### src/rtl/ccd_capture_sequencer_if.sv
// Signal bundle between the CCD timing front end and the capture sequencer.
// master drives the sync/request inputs, slave is the sequencer.
interface ccd_capture_sequencer_if #(
  parameter int FRAME_CNT_W = 32,
  parameter int LINE_CNT_W  = 12
);
  // There is no valid/ready handshake. iSTART/iSTOP/iSNAP are levels: only their
  // rising edge is a request. iFVAL/iLVAL are sampled on every iCLK with no backpressure.
  logic                   iFVAL;
  logic                   iLVAL;
  logic                   iSTART;
  logic                   iSTOP;
  logic                   iSNAP;
  logic                   iCLR;
  logic                   oCAPTURE_EN;
  logic                   oBUSY;
  logic                   oFRAME_DONE;
  logic [FRAME_CNT_W-1:0] oFrame_Count;
  logic [LINE_CNT_W-1:0]  oLine_Count;
  logic [1:0]             oSTATE;
  logic                   oERR;

  modport master (
    output iFVAL, iLVAL, iSTART, iSTOP, iSNAP, iCLR,
    input  oCAPTURE_EN, oBUSY, oFRAME_DONE, oFrame_Count, oLine_Count, oSTATE, oERR
  );

  modport slave (
    input  iFVAL, iLVAL, iSTART, iSTOP, iSNAP, iCLR,
    output oCAPTURE_EN, oBUSY, oFRAME_DONE, oFrame_Count, oLine_Count, oSTATE, oERR
  );
endinterface

### src/rtl/ccd_capture_sequencer.sv
// Frame-aligned start/stop/snapshot gate for the CCD capture path (pixel-clock domain).
// Define CCD_SEQ_WATCHDOG_EN to build the FVAL-inactivity watchdog that drives oERR.
module ccd_capture_sequencer #(
  parameter int FRAME_CNT_W = 32,
  parameter int LINE_CNT_W  = 12,
  parameter int SNAP_FRAMES = 1,
  parameter int TIMEOUT_CYC = 2000000,
  parameter int TIMEOUT_W   = 24
) (
  input logic iCLK,
  input logic iRST_N,
  ccd_capture_sequencer_if.slave bus
);

  localparam int REM_W = (SNAP_FRAMES > 1) ? $clog2(SNAP_FRAMES + 1) : 1;

  if (SNAP_FRAMES < 1 || (TIMEOUT_CYC >> TIMEOUT_W) != 0) begin : g_bad_cfg
    $error("ccd_capture_sequencer: SNAP_FRAMES must be >= 1 and TIMEOUT_CYC must fit in TIMEOUT_W bits");
  end

  typedef enum logic [1:0] {
    IDLE    = 2'd0,
    ARMED   = 2'd1,
    CAPTURE = 2'd2,
    DRAIN   = 2'd3
  } state_t;

  state_t                 state, state_next;
  logic                   start_d, stop_d, snap_d, fval_d, lval_d;
  logic                   start_e, stop_e, snap_e, fs, fe, ls;
  logic                   snap_mode;
  logic [REM_W-1:0]       remaining;
  logic                   frame_done_c, cap_en_c, line_clr_c, line_inc_c, wd_timeout;
  logic                   cap_en_q, busy_q, done_q;
  logic [FRAME_CNT_W-1:0] frame_cnt;
  logic [LINE_CNT_W-1:0]  line_cnt;

  assign start_e = bus.iSTART & ~start_d;
  assign stop_e  = bus.iSTOP  & ~stop_d;
  assign snap_e  = bus.iSNAP  & ~snap_d;
  assign fs      = bus.iFVAL  & ~fval_d;
  assign fe      = ~bus.iFVAL & fval_d;
  assign ls      = bus.iLVAL  & ~lval_d;

  always_ff @(posedge iCLK or negedge iRST_N) begin
    if (!iRST_N) begin
      start_d <= 1'b0;
      stop_d  <= 1'b0;
      snap_d  <= 1'b0;
      fval_d  <= 1'b0;
      lval_d  <= 1'b0;
    end else begin
      start_d <= bus.iSTART;
      stop_d  <= bus.iSTOP;
      snap_d  <= bus.iSNAP;
      fval_d  <= bus.iFVAL;
      lval_d  <= bus.iLVAL;
    end
  end

  always_ff @(posedge iCLK or negedge iRST_N) begin
    if (!iRST_N) state <= IDLE;
    else         state <= state_next;
  end

  always_comb begin
    state_next   = state;
    frame_done_c = 1'b0;
    case (state)
      IDLE:    if (snap_e || start_e) state_next = ARMED;
      ARMED: begin
        if (stop_e)  state_next = IDLE;
        else if (fs) state_next = CAPTURE;
      end
      CAPTURE: begin
        // A stop coinciding with frame end still counts the frame that just closed.
        if (fe) begin
          frame_done_c = 1'b1;
          if ((snap_mode && remaining == REM_W'(1)) || stop_e) state_next = IDLE;
        end else if (stop_e) begin
          state_next = bus.iFVAL ? DRAIN : IDLE;
        end
      end
      DRAIN: begin
        if (fe) begin
          frame_done_c = 1'b1;
          state_next   = IDLE;
        end
      end
      default: state_next = IDLE;
    endcase
    if (wd_timeout) begin
      state_next   = IDLE;
      frame_done_c = 1'b0;
    end
  end

  always_comb begin
    cap_en_c   = (state_next == CAPTURE || state_next == DRAIN) && bus.iFVAL;
    line_clr_c = fs && (state_next == CAPTURE || state_next == DRAIN);
    line_inc_c = ls && (state == CAPTURE || state == DRAIN) && (line_cnt != '1);
  end

  always_ff @(posedge iCLK or negedge iRST_N) begin
    if (!iRST_N) begin
      cap_en_q  <= 1'b0;
      busy_q    <= 1'b0;
      done_q    <= 1'b0;
      frame_cnt <= '0;
      line_cnt  <= '0;
      snap_mode <= 1'b0;
      remaining <= '0;
    end else begin
      cap_en_q <= cap_en_c;
      busy_q   <= (state_next != IDLE);
      done_q   <= frame_done_c;
      if (bus.iCLR)          frame_cnt <= '0;
      else if (frame_done_c) frame_cnt <= frame_cnt + FRAME_CNT_W'(1);
      if (line_clr_c)        line_cnt <= '0;
      else if (line_inc_c)   line_cnt <= line_cnt + LINE_CNT_W'(1);
      if (state == IDLE) begin
        if (snap_e) begin
          snap_mode <= 1'b1;
          remaining <= REM_W'(SNAP_FRAMES);
        end else if (start_e) begin
          snap_mode <= 1'b0;
        end
      end else if (state == CAPTURE && fe && snap_mode) begin
        remaining <= remaining - REM_W'(1);
      end
    end
  end

`ifdef CCD_SEQ_WATCHDOG_EN
  logic [TIMEOUT_W-1:0] wd_cnt;
  logic                 err_q;

  // The counter restarts on any FVAL edge or state change, so it measures a stuck state.
  assign wd_timeout = (state != IDLE) && !(fs || fe) && (wd_cnt == TIMEOUT_W'(TIMEOUT_CYC - 1));

  always_ff @(posedge iCLK or negedge iRST_N) begin
    if (!iRST_N) begin
      wd_cnt <= '0;
      err_q  <= 1'b0;
    end else begin
      if (state == IDLE || state_next != state || fs || fe) wd_cnt <= '0;
      else                                                  wd_cnt <= wd_cnt + TIMEOUT_W'(1);
      if (bus.iCLR)                                   err_q <= 1'b0;
      else if (wd_timeout)                            err_q <= 1'b1;
      else if (state == IDLE && (start_e || snap_e))  err_q <= 1'b0;
    end
  end

  assign bus.oERR = err_q;
`else
  assign wd_timeout = 1'b0;
  assign bus.oERR   = 1'b0;
`endif

  assign bus.oCAPTURE_EN  = cap_en_q;
  assign bus.oBUSY        = busy_q;
  assign bus.oFRAME_DONE  = done_q;
  assign bus.oFrame_Count = frame_cnt;
  assign bus.oLine_Count  = line_cnt;
  assign bus.oSTATE       = state;

endmodule
### src/flat_wrapper.sv
// flat-port wrapper written by rule: the top's interface ports become plain ports
module ccd_capture_sequencer_flat 
#(
  parameter int FRAME_CNT_W = 32,
  parameter int LINE_CNT_W  = 12,
  parameter int SNAP_FRAMES = 1,
  parameter int TIMEOUT_CYC = 2000000,
  parameter int TIMEOUT_W   = 24
)
  (iCLK, iRST_N, bus_iFVAL, bus_iLVAL, bus_iSTART, bus_iSTOP, bus_iSNAP, bus_iCLR, bus_oCAPTURE_EN, bus_oBUSY, bus_oFRAME_DONE, bus_oFrame_Count, bus_oLine_Count, bus_oSTATE, bus_oERR);
  ccd_capture_sequencer_if #(.FRAME_CNT_W(FRAME_CNT_W), .LINE_CNT_W(LINE_CNT_W)) bus_i ();
  input logic iCLK;
  input logic iRST_N;
  input wire logic [$bits(bus_i.iFVAL)-1:0] bus_iFVAL;
  input wire logic [$bits(bus_i.iLVAL)-1:0] bus_iLVAL;
  input wire logic [$bits(bus_i.iSTART)-1:0] bus_iSTART;
  input wire logic [$bits(bus_i.iSTOP)-1:0] bus_iSTOP;
  input wire logic [$bits(bus_i.iSNAP)-1:0] bus_iSNAP;
  input wire logic [$bits(bus_i.iCLR)-1:0] bus_iCLR;
  output wire logic [$bits(bus_i.oCAPTURE_EN)-1:0] bus_oCAPTURE_EN;
  output wire logic [$bits(bus_i.oBUSY)-1:0] bus_oBUSY;
  output wire logic [$bits(bus_i.oFRAME_DONE)-1:0] bus_oFRAME_DONE;
  output wire logic [$bits(bus_i.oFrame_Count)-1:0] bus_oFrame_Count;
  output wire logic [$bits(bus_i.oLine_Count)-1:0] bus_oLine_Count;
  output wire logic [$bits(bus_i.oSTATE)-1:0] bus_oSTATE;
  output wire logic [$bits(bus_i.oERR)-1:0] bus_oERR;
  assign bus_i.iFVAL = bus_iFVAL;
  assign bus_i.iLVAL = bus_iLVAL;
  assign bus_i.iSTART = bus_iSTART;
  assign bus_i.iSTOP = bus_iSTOP;
  assign bus_i.iSNAP = bus_iSNAP;
  assign bus_i.iCLR = bus_iCLR;
  assign bus_oCAPTURE_EN = bus_i.oCAPTURE_EN;
  assign bus_oBUSY = bus_i.oBUSY;
  assign bus_oFRAME_DONE = bus_i.oFRAME_DONE;
  assign bus_oFrame_Count = bus_i.oFrame_Count;
  assign bus_oLine_Count = bus_i.oLine_Count;
  assign bus_oSTATE = bus_i.oSTATE;
  assign bus_oERR = bus_i.oERR;
  ccd_capture_sequencer #(.FRAME_CNT_W(FRAME_CNT_W), .LINE_CNT_W(LINE_CNT_W), .SNAP_FRAMES(SNAP_FRAMES), .TIMEOUT_CYC(TIMEOUT_CYC), .TIMEOUT_W(TIMEOUT_W)) u_core (.iCLK(iCLK), .iRST_N(iRST_N), .bus(bus_i));
endmodule
### config.mk
export PLATFORM = sky130hd
export DESIGN_NAME = ccd_capture_sequencer_flat
export DESIGN_NICKNAME = d
export VERILOG_FILES = /design/src/rtl/ccd_capture_sequencer_if.sv /design/src/rtl/ccd_capture_sequencer.sv /design/src/flat_wrapper.sv
export SDC_FILE = /design/constraint.sdc
export NUM_CORES = 1
export LEC_CHECK = 0
export CORE_MARGIN = 5
export CORE_UTILIZATION = 51
export DETAILED_ROUTE_END_ITERATION = 6
export PLACE_DENSITY = 0.8
export SKIP_CTS_REPAIR_TIMING = 1
export SYNTH_ARGS = -nofsm -noshare
export SYNTH_HDL_FRONTEND = slang
export SYNTH_SLANG_ARGS = --single-unit
### constraint.sdc
create_clock -name iCLK -period 1.9 [get_ports iCLK]
set_input_delay 0.285 -clock iCLK [delete_from_list [all_inputs] [get_ports iCLK]]
set_output_delay 0.285 -clock iCLK [all_outputs]
set_load 0.01 [all_outputs]
==> results_dict.tcl, run 1 <==
set metrics [dict create \
    hold_slack_ns 0.4369 \
    cts_sinks 56 \
    num_rows 26 \
    largest_reg_flops 32 \
    vias_per_cell 5.367 \
    ys.flop_type "dfrtp_1" \
    rsz0062_at_grt "no" \
    dp_slack_ns -0.1576 \
    synth_top_cell_area_share 0.5152 \
    async_reset_ff_frac 1.000 \
    post-route-period-util 0.9477 \
    synthCells 271 \
    die_width_microns 83.03 \
    final.fill_count 415 \
    top_layer "met4" \
    grt.total_usage 0.1742 \
    drtIter0Drc 87 \
    ioPinCount 58 \
    syn_nets 281 \
    cp_max_fo 6 \
    globalplace.congestion 0.7982 \
    crit_buf_inv 0 \
    synth_warnings 0 \
    synth.avg_cell_area_sq_um 10.04 \
    insertion_delay_ns 0.31 \
    multi_input_area_sq_mm 0.001267 \
    final_area_sq_mm 0.003646 \
    dr_wl_met3_microns 302 \
    clkTransAtPathRegs_ns 0.10 \
    fin_util 0.7093 \
    clock_skew_ns 0.005380 \
    grt_overflow 0 \
    grt_max_degree 57 \
    end_kind "flop" \
    netlist_area_sq_mm 0.002720 \
    yosys-top-cells-area "dfrtp_1 52%, xor2_1 9.3%, nor2_1 5.9%" \
    place_inst 413 \
    met2_wirelength_mm 2.942 \
    drt_wl_total_mm 5.971 \
    finalSetupTns_ns 0 \
    numCtsBuffers 5 \
    dpl.hpwl_mm 4.279 \
    synth_edf_count 0 \
    cts_max_path_buffers 2 \
    min_path_type "input pin to flop" \
    grt_first_pass_wirelength_mm 10.02 \
    setup_viol 0 \
    synth_cell_types 43 \
    power_density_mw_per_mm2 733.8 \
    die-area_sq_mm 0.006894 \
    worstSetupPathType "flop to flop" \
    cpLargestDelayFamily "simple AND/OR/NAND/NOR gates" \
    cp_slowest_stage_delay_ns 0.51 \
    drc 0 \
    cp_slowest_cell "or4_1" \
    synth_largest_area_cell "dfrtp_1" \
    place.port_buffers 56 \
    core-area_sq_mm 0.005140 \
    num_vias 2265 \
    layout_common_cells "55 x clkdlybuf4s50_1, 55 x dfrtp_1, 43 x nor2_1" \
    worst_slack_ns 0.09944 \
    irDropWorstVdd_v 0.0006218 \
    crit_required_ns 2.14 \
    wl_met1_mm 2.673 \
    ys_ff_latch 56 \
    status "finished clean" \
    timing.fmax_mhz 555.4 \
    fp.dieH_microns 83.03 \
    htreeDepth 2 \
    grt_pass1_vias 2169 \
    layout.cells.non_filler 422 \
    areaGrowthSynthToFinish_pct 34.04 \
    hold_viol 0 \
    total_power_mw 2.675 \
    nets 361 \
    maxCapViolations 0 \
    startpoint_type "flop" \
    post-route-min-period_ns 1.801 \
    p_leak_nw 1.608 \
    regArea_sq_mm 0.001403 \
    antenna_found_initial 0 \
    placedInstanceArea_sq_mm 0.003522 \
    slew_violations 0 \
    n_antenna_cell 0 \
    initial_core_util 0.5292 \
    drive_gt1_frac 0.1250 \
    avgRoutedWirePerCell_microns 14.15 \
    ant_nets 0 \
    cts-root-buf "clkbuf_8" \
    cts_tree "done" \
    cp.arrival_ns 2.04 \
    seq_area_frac_synth 0.5152 \
    drtPass1Iterations 4 \
    path_cells "and3_1 -> o2111a_2 -> nand2_1 -> or4_1 -> a21oi_1" \
]
-- cells by family after synthesis --
family | after synthesis | share of synthesized area
compound gates | 32 | 0.07636
xor+xnor | 35 | 0.1127
fa+ha+maj | 2 | 0.009198
buf+inv | 14 | 0.02070
flops | 56 | 0.5152
mux | 1 | 0.003680
other cells | 1 | 0.001379
simple gates | 130 | 0.2608
-- power by group --
group          leakage [nW]  internal [mW]  switching [mW]  total [mW]
registers             0.753           1.28          0.0884        1.37
clock network        0.0552          0.392           0.375       0.767
logic                 0.799          0.270           0.266       0.536
-- path summary, 6_finish.rpt --
path,startpoint,to,slack [ns],cells after the start
max reg2reg,u_core.bus.oFrame_Count[13],u_core.bus.oFrame_Count[30],0.1,5
max,u_core.bus.oFrame_Count[13],u_core.bus.oFrame_Count[30],0.1,5
min,bus_iSTART,u_core.start_d,0.44,1
max in group asynchronous,iRST_N,u_core.bus.oFrame_Count[3],1.14,3
min in group asynchronous,iRST_N,u_core.bus.oFrame_Count[4],0.51,3
min reg2reg,u_core.remaining,u_core.remaining,0.49,1
-- metal layers --
metal | up-vias | track usage
li1 | 1109 | -
met1 | 1101 | 0.2145
met2 | 50 | 0.3025
met3 | 5 | 0.04950
met4 | 0 | 0.04012
met5 | - | 0
-- Yosys cell counts (2+ instances only) --
cell       n
nand4_1   15
xnor2_1    6
a31oi_1    2
o31ai_1    5
or3_1      3
and4_1     3
dfrtp_1   56
nor2_1    43
and3_1     9
o21ai_0    5
or4_1      2
nand2_1   23
nand3b_1   2
nor4_4     2
xor2_1    29
a21oi_1   11
ha_1       2
nand3_1   10
clkbuf_1   7
nand2b_1   4
nor3_1     6
inv_1      5
-- area by class of cell --
class / instances / share of cell area
Tap cell: 70 / 0.02402
Multi-Input combinational cell: 201 / 0.3476
Timing Repair Buffer: 81 / 0.2080
Clock buffer: 6 / 0.01990
Sequential cell: 56 / 0.3847
Clock inverter: 2 / 0.009609
Inverter: 6 / 0.006177
No activity file was read; power rests on OpenSTA's default activity.
==> run 2: changes to the inputs <==
--- a/config.mk
+++ b/config.mk
@@ -8,7 +8,9 @@
 export CORE_MARGIN = 5
 export CORE_UTILIZATION = 51
 export DETAILED_ROUTE_END_ITERATION = 6
+export HOLD_SLACK_MARGIN = 0.1
 export PLACE_DENSITY = 0.8
+export SETUP_SLACK_MARGIN = 0.3
 export SKIP_CTS_REPAIR_TIMING = 1
 export SYNTH_ARGS = -nofsm -noshare
 export SYNTH_HDL_FRONTEND = slang
==> run 2 against run 1 <==
Effect of this change:
- first-iteration DRC count up 94%
- fmax up 5.9%
- non-clock buffer count up 28
- core utilization up 7.0 points
- critical path type unchanged
- clock skew up 0.0015 ns
- highest routed layer unchanged
- die area unchanged
- largest cell class unchanged
==> results_dict.tcl, run 2 (synthesis gave the netlist of run 1 again) <==
set metrics [dict create \
    status "finished clean" \
    cts_tree "done" \
    drtPass1Iterations 4 \
    layout.cells.non_filler 450 \
    cp_max_fo 4 \
    globalplace.congestion 0.8073 \
    grt_pass1_vias 2216 \
    p_seq_frac 0.502 \
    die-area_sq_mm 0.006894 \
    htreeDepth 2 \
    fin_util 0.7795 \
    p_leak_nw 2.165 \
    largest_reg_flops 32 \
    n_antenna_cell 0 \
    clkPwrFrac 0.242 \
    final_area_sq_mm 0.004006 \
    drc 0 \
    min_path_type "input pin to flop" \
    setup_viol 0 \
    cp.arrival_ns 1.93 \
    r2r_start "u_core.bus.oFrame_Count[0]" \
    finalSetupTns_ns 0 \
    nets 389 \
    p_sw_uw 769.7 \
    num_rows 26 \
    vias_per_cell 5.342 \
    post-route-period-util 0.8953 \
    place_inst 404 \
    crit_required_ns 2.13 \
    avgRoutedWirePerCell_microns 14.74 \
    die_width_microns 83.03 \
    layout_common_cells "49 x buf_4, 43 x nor2_1, 35 x dfrtp_1" \
    r2r_slack_ns 0.20 \
    end_kind "flop" \
    cts-root-buf "clkbuf_8" \
    hold_viol 0 \
    fp.dieH_microns 83.03 \
    startpoint_type "flop" \
    grt.total_usage 0.1822 \
    drt_wl_total_mm 6.635 \
    post-route-min-period_ns 1.701 \
    slew_violations 0 \
    irDropWorstVdd_v 0.0006574 \
    clock_skew_ns 0.006896 \
    maxCapViolations 0 \
    dpl.hpwl_mm 4.320 \
    clkTransAtPathRegs_ns 0.09 \
    p_comb_frac 0.256 \
    grt_first_pass_wirelength_mm 10.47 \
    power.internal_mw 1.955 \
    worstSetupPathType "flop to flop" \
    initial_core_util 0.5292 \
    placedInstanceArea_sq_mm 0.003500 \
    ant_nets 0 \
    areaGrowthSynthToFinish_pct 47.29 \
    grt_overflow 0 \
    grt_max_degree 57 \
    numCtsBuffers 5 \
    timing.fmax_mhz 587.9 \
    place.port_buffers 56 \
    cts_sinks 56 \
    hp-start "bus_iFVAL" \
    cts_max_path_buffers 2 \
    insertion_delay_ns 0.31 \
    power_density_mw_per_mm2 680.0 \
    num_vias 2404 \
    hold_slack_ns 0.3083 \
    critPathLaunch "u_core.bus.oFrame_Count[0]" \
    switching_share 0.2825 \
    drtIter0Drc 169 \
    antenna_found_initial 0 \
    layout_commonest_cell "buf_4" \
    rsz0062_at_grt "yes" \
    ioPinCount 58 \
    core-area_sq_mm 0.005140 \
    drive_gt1_frac 0.2658 \
]
run 2: changes by cell type in the layout (fill, tap and decap cells not counted), sizes merged:
cell | previous run | this run
clkdlybuf4s50 | 55 | 31
clkbuf | 6 | 8
dlymetal6s2s | 0 | 24
buf | 25 | 53
bufinv | 1 | 0
clkinv | 1 | 0
run 2: worst paths after layout:
check | to | depth (start not counted)
min in group asynchronous | u_core.snap_d | 3
worst min-delay path | u_core.fval_d | 2
max in group asynchronous | u_core.bus.oFrame_Count[19] | 3
worst max-delay path | u_core.bus.oFrame_Count[30] | 6
worst min register to register | u_core.remaining | 1
worst max register to register | u_core.bus.oFrame_Count[30] | 6
run 2: routing by layer:
metal | vias to the layer above | global-route usage | share of wire
met1 | 1150 | 0.2326 | 0.43
li1 | 1171 | - | -
met3 | 12 | 0.04950 | 0.056
met4 | 0 | 0.03715 | 0.012
met5 | - | 0 | 0
met2 | 71 | 0.3112 | 0.50
run 2: power groups by stage:
stage / sequential (mW) / clock [mW] / combinational (mW)
global route: 1.38 / 0.722 / 0.761
finish: 1.37 / 0.659 / 0.699
floorplan: 1.40 / 0 / 0.260
global placement: 1.39 / 0 / 0.517
CTS: 1.38 / 0.682 / 0.536
detailed placement: 1.40 / 0 / 0.529
run 2: cell type report:
type                            count  area [sq um]
Fill cell                         360          1134
Timing Repair Buffer              109          1036
Tap cell                           70         87.58
Sequential cell                    56          1428
Multi-Input combinational cell    201          1343
Clock buffer                        8         90.09
Inverter                            6         22.52
run 2: worst max-delay path, cell delays in order (launching register included):
cell	delay, ns
dfrtp_2	0.40
ha_2	0.20
nand4_1	0.15
nor4_4	0.19
nand2_1	0.12
or4_1	0.43
a21oi_1	0.14
run 2: per-stage QoR:
stage | setup slack, ns | total power, mW
after floorplan | 0.2179 | 1.663
after global placement | -0.02136 | 1.911
after detailed placement | -0.06752 | 1.932
after CTS | 0.03796 | 2.597
after global routing | 0.08588 | 2.867
final | 0.1990 | 2.724
